===== src/rtl/lc3_writeback_pkg.sv =====
// Shared types and constants for the LC-3 writeback stage.
// Writeback source encodings, condition-code values and register-file geometry.
package lc3_writeback_pkg;

  localparam int unsigned REG_W    = 16;
  localparam int unsigned NUM_REGS = 8;

  typedef enum logic [1:0] {
    WB_ALU = 2'd0,
    WB_PC  = 2'd1,
    WB_MEM = 2'd2,
    WB_NPC = 2'd3
  } wb_sel_e;

  localparam logic [2:0] PSR_N = 3'b100;
  localparam logic [2:0] PSR_Z = 3'b010;
  localparam logic [2:0] PSR_P = 3'b001;

  function automatic logic [2:0] psr_of(input logic [REG_W-1:0] value);
    if (value[REG_W-1])   return PSR_N;
    else if (value == '0) return PSR_Z;
    else                  return PSR_P;
  endfunction

endpackage


===== src/rtl/lc3_regfile.sv =====
// 8x16 register file: one synchronous write port, two asynchronous read ports.
// All registers, R0 included, are writable and clear on reset.
module lc3_regfile
  import lc3_writeback_pkg::*;
(
  input  logic             clock,
  input  logic             reset,
  input  logic             we,
  input  logic [2:0]       waddr,
  input  logic [REG_W-1:0] wdata,
  input  logic [2:0]       raddr1,
  input  logic [2:0]       raddr2,
  output logic [REG_W-1:0] rdata1,
  output logic [REG_W-1:0] rdata2
);

  logic [REG_W-1:0] regs_q [NUM_REGS];

  always_ff @(posedge clock or negedge reset) begin
    if (!reset) begin
      for (int unsigned i = 0; i < NUM_REGS; i++) regs_q[i] <= '0;
    end else if (we) begin
      regs_q[waddr] <= wdata;
    end
  end

  assign rdata1 = regs_q[raddr1];
  assign rdata2 = regs_q[raddr2];

endmodule


===== src/rtl/lc3_writeback.sv =====
// LC-3 writeback stage: source select, register file update and NZP condition codes.
// Define LC3_WB_BYPASS_EN to forward same-cycle write data onto VSR1/VSR2.
module lc3_writeback
  import lc3_writeback_pkg::*;
(
  input  logic             clock,
  input  logic             reset,
  input  logic             enable_writeback,
  input  logic [REG_W-1:0] aluout_in,
  input  logic [REG_W-1:0] memout,
  input  logic [REG_W-1:0] pcout_in,
  input  logic [REG_W-1:0] npc,
  input  logic [1:0]       W_control,
  input  logic [2:0]       dr,
  input  logic [2:0]       sr1,
  input  logic [2:0]       sr2,
  output logic [REG_W-1:0] VSR1,
  output logic [REG_W-1:0] VSR2,
  output logic [2:0]       psr
);

  wb_sel_e          sel;
  logic [REG_W-1:0] wdata;
  logic [REG_W-1:0] rd1, rd2;
  logic [2:0]       psr_d, psr_q;

  assign sel = wb_sel_e'(W_control);

  always_comb begin
    wdata = aluout_in;
    case (sel)
      WB_ALU:  wdata = aluout_in;
      WB_PC:   wdata = pcout_in;
      WB_MEM:  wdata = memout;
      WB_NPC:  wdata = npc;
      default: wdata = aluout_in;
    endcase
  end

  always_comb begin
    psr_d = psr_q;
    if (enable_writeback) psr_d = psr_of(wdata);
  end

  always_ff @(posedge clock or negedge reset) begin
    if (!reset) psr_q <= '0;
    else        psr_q <= psr_d;
  end

  assign psr = psr_q;

  lc3_regfile u_regfile (
    .clock  (clock),
    .reset  (reset),
    .we     (enable_writeback),
    .waddr  (dr),
    .wdata  (wdata),
    .raddr1 (sr1),
    .raddr2 (sr2),
    .rdata1 (rd1),
    .rdata2 (rd2)
  );

`ifdef LC3_WB_BYPASS_EN
  // Forward pending write data so a reader of dr sees it before the edge.
  always_comb begin
    VSR1 = rd1;
    VSR2 = rd2;
    if (enable_writeback && (sr1 == dr)) VSR1 = wdata;
    if (enable_writeback && (sr2 == dr)) VSR2 = wdata;
  end
`else
  assign VSR1 = rd1;
  assign VSR2 = rd2;
`endif

endmodule


===== config.mk =====
export PLATFORM = sky130hd
export DESIGN_NAME = lc3_writeback
export DESIGN_NICKNAME = d
export VERILOG_FILES = /design/src/rtl/lc3_writeback_pkg.sv /design/src/rtl/lc3_regfile.sv /design/src/rtl/lc3_writeback.sv
export SDC_FILE = /design/constraint.sdc
export NUM_CORES = 1
export LEC_CHECK = 0
export CAP_MARGIN = 25
export CORE_AREA = 2 2 133 135
export DETAILED_ROUTE_END_ITERATION = 8
export DIE_AREA = 0 0 135 137
export DONT_BUFFER_PORTS = 1
export GPL_ROUTABILITY_DRIVEN = 0
export SKIP_LAST_GASP = 1
export SLEW_MARGIN = 30
export SYNTH_ARGS = -nofsm -noshare
export SYNTH_HDL_FRONTEND = slang
export SYNTH_HIERARCHICAL = 1
export SYNTH_SLANG_ARGS = --single-unit

===== constraint.sdc =====
create_clock -name clock -period 1.6 [get_ports clock]
set_input_delay 0.32 -clock clock [delete_from_list [all_inputs] [get_ports clock]]
set_output_delay 0.32 -clock clock [all_outputs]
set_load 0.02 [all_outputs]

Word level (Yosys, flattened, before mapping)
Index checks and enable logic that the tools add are counted.
{ "totals": {"regBits": 131, "in_bits": 78, "output_inout_bits": 35, "elab_cells": 34} }
{ "classes": {"order_cmp": 4, "n_eq_ne": 3, "n_mux": 12, "bitwise_logic": 3, "n_reduce_logical": 3} }
{ "op_table": {"columns": ["operator", "n"], "rows": [
  ["$bwmux W128", 1],
  ["$bmux W16 S3", 2],
  ["$mux W16", 5],
  ["$pmux W16 S4", 1],
  ["$demux W16 S3", 1],
  ["$logic_not A16 Y1", 1],
  ["$ge A4 B4 Y1 const B", 3],
  ["$not A3 Y4", 3],
  ["$eq A2 B2 Y1 const B", 2],
  ["$lt A4 B1 Y1 const B", 1],
  ["$mux W3", 1],
  ["$eq A2 B1 Y1 const B", 1],
  ["$logic_not A2 Y1", 1],
  ["$mux W2", 1],
  ["$logic_and A1 B1 Y1", 1]
]} }

Depth between registers and ports, before layout
Gate-level depths: netlist (run 1).
{ "depth": {"ltp_word": 6, "depth_mapped": 6, "depth_no_buf": 4} }

Modules after synthesis
Netlist (run 1), hierarchy kept.
{ "by_module_without_submodules": {"columns": ["mod", "instances", "cells_each", "area_per_inst_um2", "seq_area_each_um2"], "rows": [
  ["lc3_regfile", 1, 393, 7000.5, 3203.1],
  ["lc3_writeback", 1, 34, 591.8, 75.1]
]} }

Worst setup path after synthesis (run 1)
Ideal clock, no wire load.
{ "synth_timing": {"path_kind": "input to register", "from": "input W_control[0]", "to": "register psr_q[0], in the netlist psr[0]", "setup_time_ps": 130, "t_arrival_ps": 1660, "required_ps": 1470, "path_slack_ps": -190, "stages": 6, "n_path_buf": 2, "cell_sequence": "buf_6 -> buf_12 -> mux4_1 -> nor4_1 -> and4_1 -> o31ai_1"} }
{ "synth_via": {"elab_chain_cells": 5, "word_cells_on_any_way": 8, "cone_classes": "eq/ne: 3; mux: 3; reduce/logical: 2"} }
{ "synth_lines": {"columns": ["item", "line", "source"], "rows": [
  ["start, declared", "lc3_writeback.sv:13", "input logic [1:0] W_control,"],
  ["$eq A2 B2 Y1 (tied with other cells)", "lc3_writeback.sv:31", "case (sel)"],
  ["$pmux W16 S4 *", "lc3_writeback.sv:31", null],
  ["named net wdata[1]", "lc3_writeback.sv:23", "logic [REG_W-1:0] wdata;"],
  ["$logic_not A16 Y1 *", "lc3_writeback_pkg.sv:21", "else if (value == '0) return PSR_Z;"],
  ["$mux W2 *", "lc3_writeback_pkg.sv:21", null],
  ["$mux W3 *", "lc3_writeback_pkg.sv:20", "if (value[REG_W-1]) return PSR_N;"],
  ["end signal, assigned", "lc3_writeback.sv:47", "else psr_q <= psr_d;"],
  ["end, declared", "lc3_writeback.sv:25", "logic [2:0] psr_d, psr_q;"]
]} }
Mark *: on every way through the listed nets, which the timed path passes. The rest lies on a longest branch.
A chain may end at the register's enable or synchronous reset.

Final worst setup path (run 1)
{ "layout_timing": {"from": "register u_regfile/regs_q[52] (netlist name)", "to": "output VSR1[4]"} }
{ "layout_via": {"elab_chain_cells": 3} }
{ "layout_lines": {"columns": ["item", "line", "source"], "rows": [
  ["start, declared", "lc3_regfile.sv:17", "logic [REG_W-1:0] regs_q [NUM_REGS];"],
  ["start signal, assigned by index", "lc3_regfile.sv:23", "regs_q[waddr] <= wdata;"],
  ["$bmux W16 S3", "lc3_regfile.sv:27", "assign rdata1 = regs_q[raddr1];"],
  ["$mux W16 (implied by the code) (2 in series)", "lc3_regfile.sv:27", null],
  ["end, declared", "lc3_writeback.sv:17", "output logic [REG_W-1:0] VSR1,"]
]} }
Every way passes these cells. The select of a mux whose other input is x is not followed.

==> flow_summary.yaml, run 1 <==
setup_path:
  path_class: "flip-flop to output pin"
  cp_data_required_time_ns: 1.28
  critPathArrivalTime_ns: 1.64
  reg2reg_depth: 2
  start_kind: "flip-flop"
  rr_endpoint: "u_regfile/regs_q[93]$_DFFE_PN0P_"
  r2r_start: "u_regfile/regs_q[93]$_DFFE_PN0P_"
  regToRegSetupSlack_ns: 0.71
  crit_fanout: 3
  cp-end-kind: "output pin"
global_route:
  overflow: 0
  grt_antenna_before_repair: 3
  grt_max_degree: 132
  grt_pass1_vias: 4572
  grt_pass1_wl_mm: 27.54
  track_usage_pct: 20.87
synth:
  synth_top_area_share_pct: 43.18
  synth_cell_types: 24
  syn_area_per_cell_sq_um: 17.78
  yosysWarnings: 6
  synthArstFlopShare_pct: 100.0
  yosysTopAreaCell: "dfrtp_1"
  ys.flop_type: "dfrtp_1"
  synthTopCellsByArea: "dfrtp_1 43%, mux2_2 24%, mux4_1 22%"
  syn_inst: 427
  ys_ff_latch: 131
  synth_edf_count: 0
  seq_area_frac_synth_pct: 43.18
  synth_area_sq_um: 7592
  syn_nets: 505
power:
  p_seq_share_pct: 40.9
  clkPwrFrac_pct: 33.3
  p_per_area_nw_per_um2: 1392
  swShare_pct: 26.04
  ir_worst_vdd_v: 0.0008162
  p_sw_mw: 3.057
  leakage_nw: 3.460
  comb_power_share_pct: 25.8
  p_int_mw: 8.680
detailed_routing:
  avgRoutedWirePerCell_um: 26.99
  drcViolationCount: 0
  drt_iter0_markers: 198
  dr.pass1.iters: 4
  ant_nets: 0
  wirelength_mm: 18.27
  num_vias: 4162
  vias_per_cell: 6.148
clock_tree:
  cts_buffer_depth: 2
  cts_sinks: 131
  clkTransAtPathRegs_ns: 0.06
  cts_root_buffer: "clkbuf_16"
  numCtsBuffers: 17
  clk_latency_ns: 0.41
  cts_tree: "done"
  htree_num_levels: 4
timing:
  slew_headroom_pct: 80.24
  setup_viol: 32
  final.min_clock_period_ns: 1.956
  fin_crit_sh_pct: 122.3
  fmax_ghz: 0.5112
  clock_skew_ns: 0
  hold_viol_final: 131
  worst_pin_slew_ns: 0.2965
  fin_ws_ns: -0.3561
  slew_viol_final: 0
  rsz0062_at_grt: "yes"
  hold_ws_ns: -0.4065
floorplanning:
  die_w_um: 135
  core_sq_um: 17060
  die_area_sq_um: 18500
  ios: 113
  rows: 48
  fp.dieH_um: 137
  start_util_pct: 44.51
placed_design:
  pre_cts_ws_ns: -0.1354
  dpl_cell_area_sq_um: 7814
  io_buffers: 0
  hpwlAfterDp_mm: 11.13
finish:
  syn_to_final_growth_pct: 11.02
  fin_util_pct: 49.42
  fill_cells: 1436
  multiInputGateArea_sq_um: 3955
  final_common_cell: "dfrtp_1"
  finalNetCount: 515
  final_cell_mix: "131 x dfrtp_1, 129 x mux2_2, 75 x mux4_2"
  seqCellArea_sq_um: 3278
  drive_above_1_share_pct: 66.22
  final_area_sq_um: 8429
outcome:
  status: "finished, violations left"
  violations: "hold timing, setup timing"
min_path:
  hold_class: "primary input to async pin"
run:
  cap_violations: 0
[registers in the layout (all words and copies together) (netlist names)]
register / cells
psr: 3
u_regfile/regs_q: 128
[worst max-delay path, stage by stage, from the launching register on]
cell and delay (ns):
dfrtp_1 0.40, mux4_2 0.49, mux2_4 0.33
[per-layer routing]
metal / global-route usage [%] / wire length [um] / vias to the layer above
met1: 26.67 / 7764 / 2287
li1: - / - / 1744
met2: 34.55 / 9075 / 108
met4: 7.350 / 280 / 2
met3: 5.667 / 1136 / 21
met5: 0 / 13 / -
[metrics by stage]
stage          cells  hold WS, ns  TNS (ns)  power (mW)
3_5_place_dp     639      0.02915   -0.2652       7.860
6_report         677      -0.4065    -10.36       11.74
3_3_place_gp     639      0.02935   -0.2790       7.691
4_1_cts          675      -0.4241    -11.05       11.84
2_1_floorplan    427      0.02441    -2.499       7.380
5_1_grt          676      -0.4244    -11.52       12.23
[final cells by class]
cell class	count	share of cell area, %
multi-input cells	258	46.92
flip-flops and latches	131	38.89
clock buffers	29	6.294
repair buffers	28	3.681
well taps	225	3.340
clock inverters	3	0.7719
diodes	2	0.05937
inverters	1	0.04453
[worst max path at each step]
stage	cells past startpoint	endpoint	start
floorplan	6	psr[0]$_DFFE_PN0P_	W_control[0]
finish	2	VSR1[4]	u_regfile/regs_q[52]$_DFFE_PN0P_
global placement	4	psr[0]$_DFFE_PN0P_	W_control[0]
detailed placement	4	psr[1]$_DFFE_PN0P_	W_control[0]
CTS	2	VSR1[4]	u_regfile/regs_q[36]$_DFFE_PN0P_
global route	2	VSR1[4]	u_regfile/regs_q[36]$_DFFE_PN0P_
[kinds of logic (layout without fill, tap and decap cells)]
kind of cell,after synthesis,in the layout,share of synthesized area (%)
multiplexers,241,241,50.82
flip-flops,131,131,43.18
buffers and inverters,38,61,3.741
AND/OR/NAND/NOR,15,15,2.043
AO/OA/AOI/OAI,2,2,0.2143
other,0,2,0
[synthesized netlist by cell type, drive strengths merged, types with 2 or more instances]
master,n
dfrtp,131
mux4,80
clkbuf,6
buf,31
mux2,161
nor4bb,2
nor4,4
nand4b,3
[power by group through the flow]
| stage | clock network, mW | logic, mW | registers [mW] |
|---|---|---|---|
| 2_1_floorplan | 0 | 2.76 | 4.62 |
| 3_3_place_gp | 0 | 2.95 | 4.74 |
| 3_5_place_dp | 0 | 3.02 | 4.84 |
| 4_1_cts | 3.98 | 3.07 | 4.79 |
| 5_1_grt | 4.12 | 3.20 | 4.91 |
| 6_report | 3.91 | 3.03 | 4.80 |
[repair_timing]
action / CTS / global route
gates cloned: 0 / 0
buffers inserted: 4 / 0
resized for setup: 4 / 0
endpoints found under the hold margin: 131 / 131
endpoints found under the setup margin: 32 / 32
(Power assumes the default switching activity.)
==> run 2: changes to the inputs <==
--- a/config.mk
+++ b/config.mk
@@ -5,7 +5,7 @@
 export SDC_FILE = /design/constraint.sdc
 export NUM_CORES = 1
 export LEC_CHECK = 0
-export CAP_MARGIN = 25
+export CAP_MARGIN = 15
 export CORE_AREA = 2 2 133 135
 export DETAILED_ROUTE_END_ITERATION = 8
 export DIE_AREA = 0 0 135 137
==> results of run 2 <==
No change in the layout: final DEF, timing and power equal those of run 1.
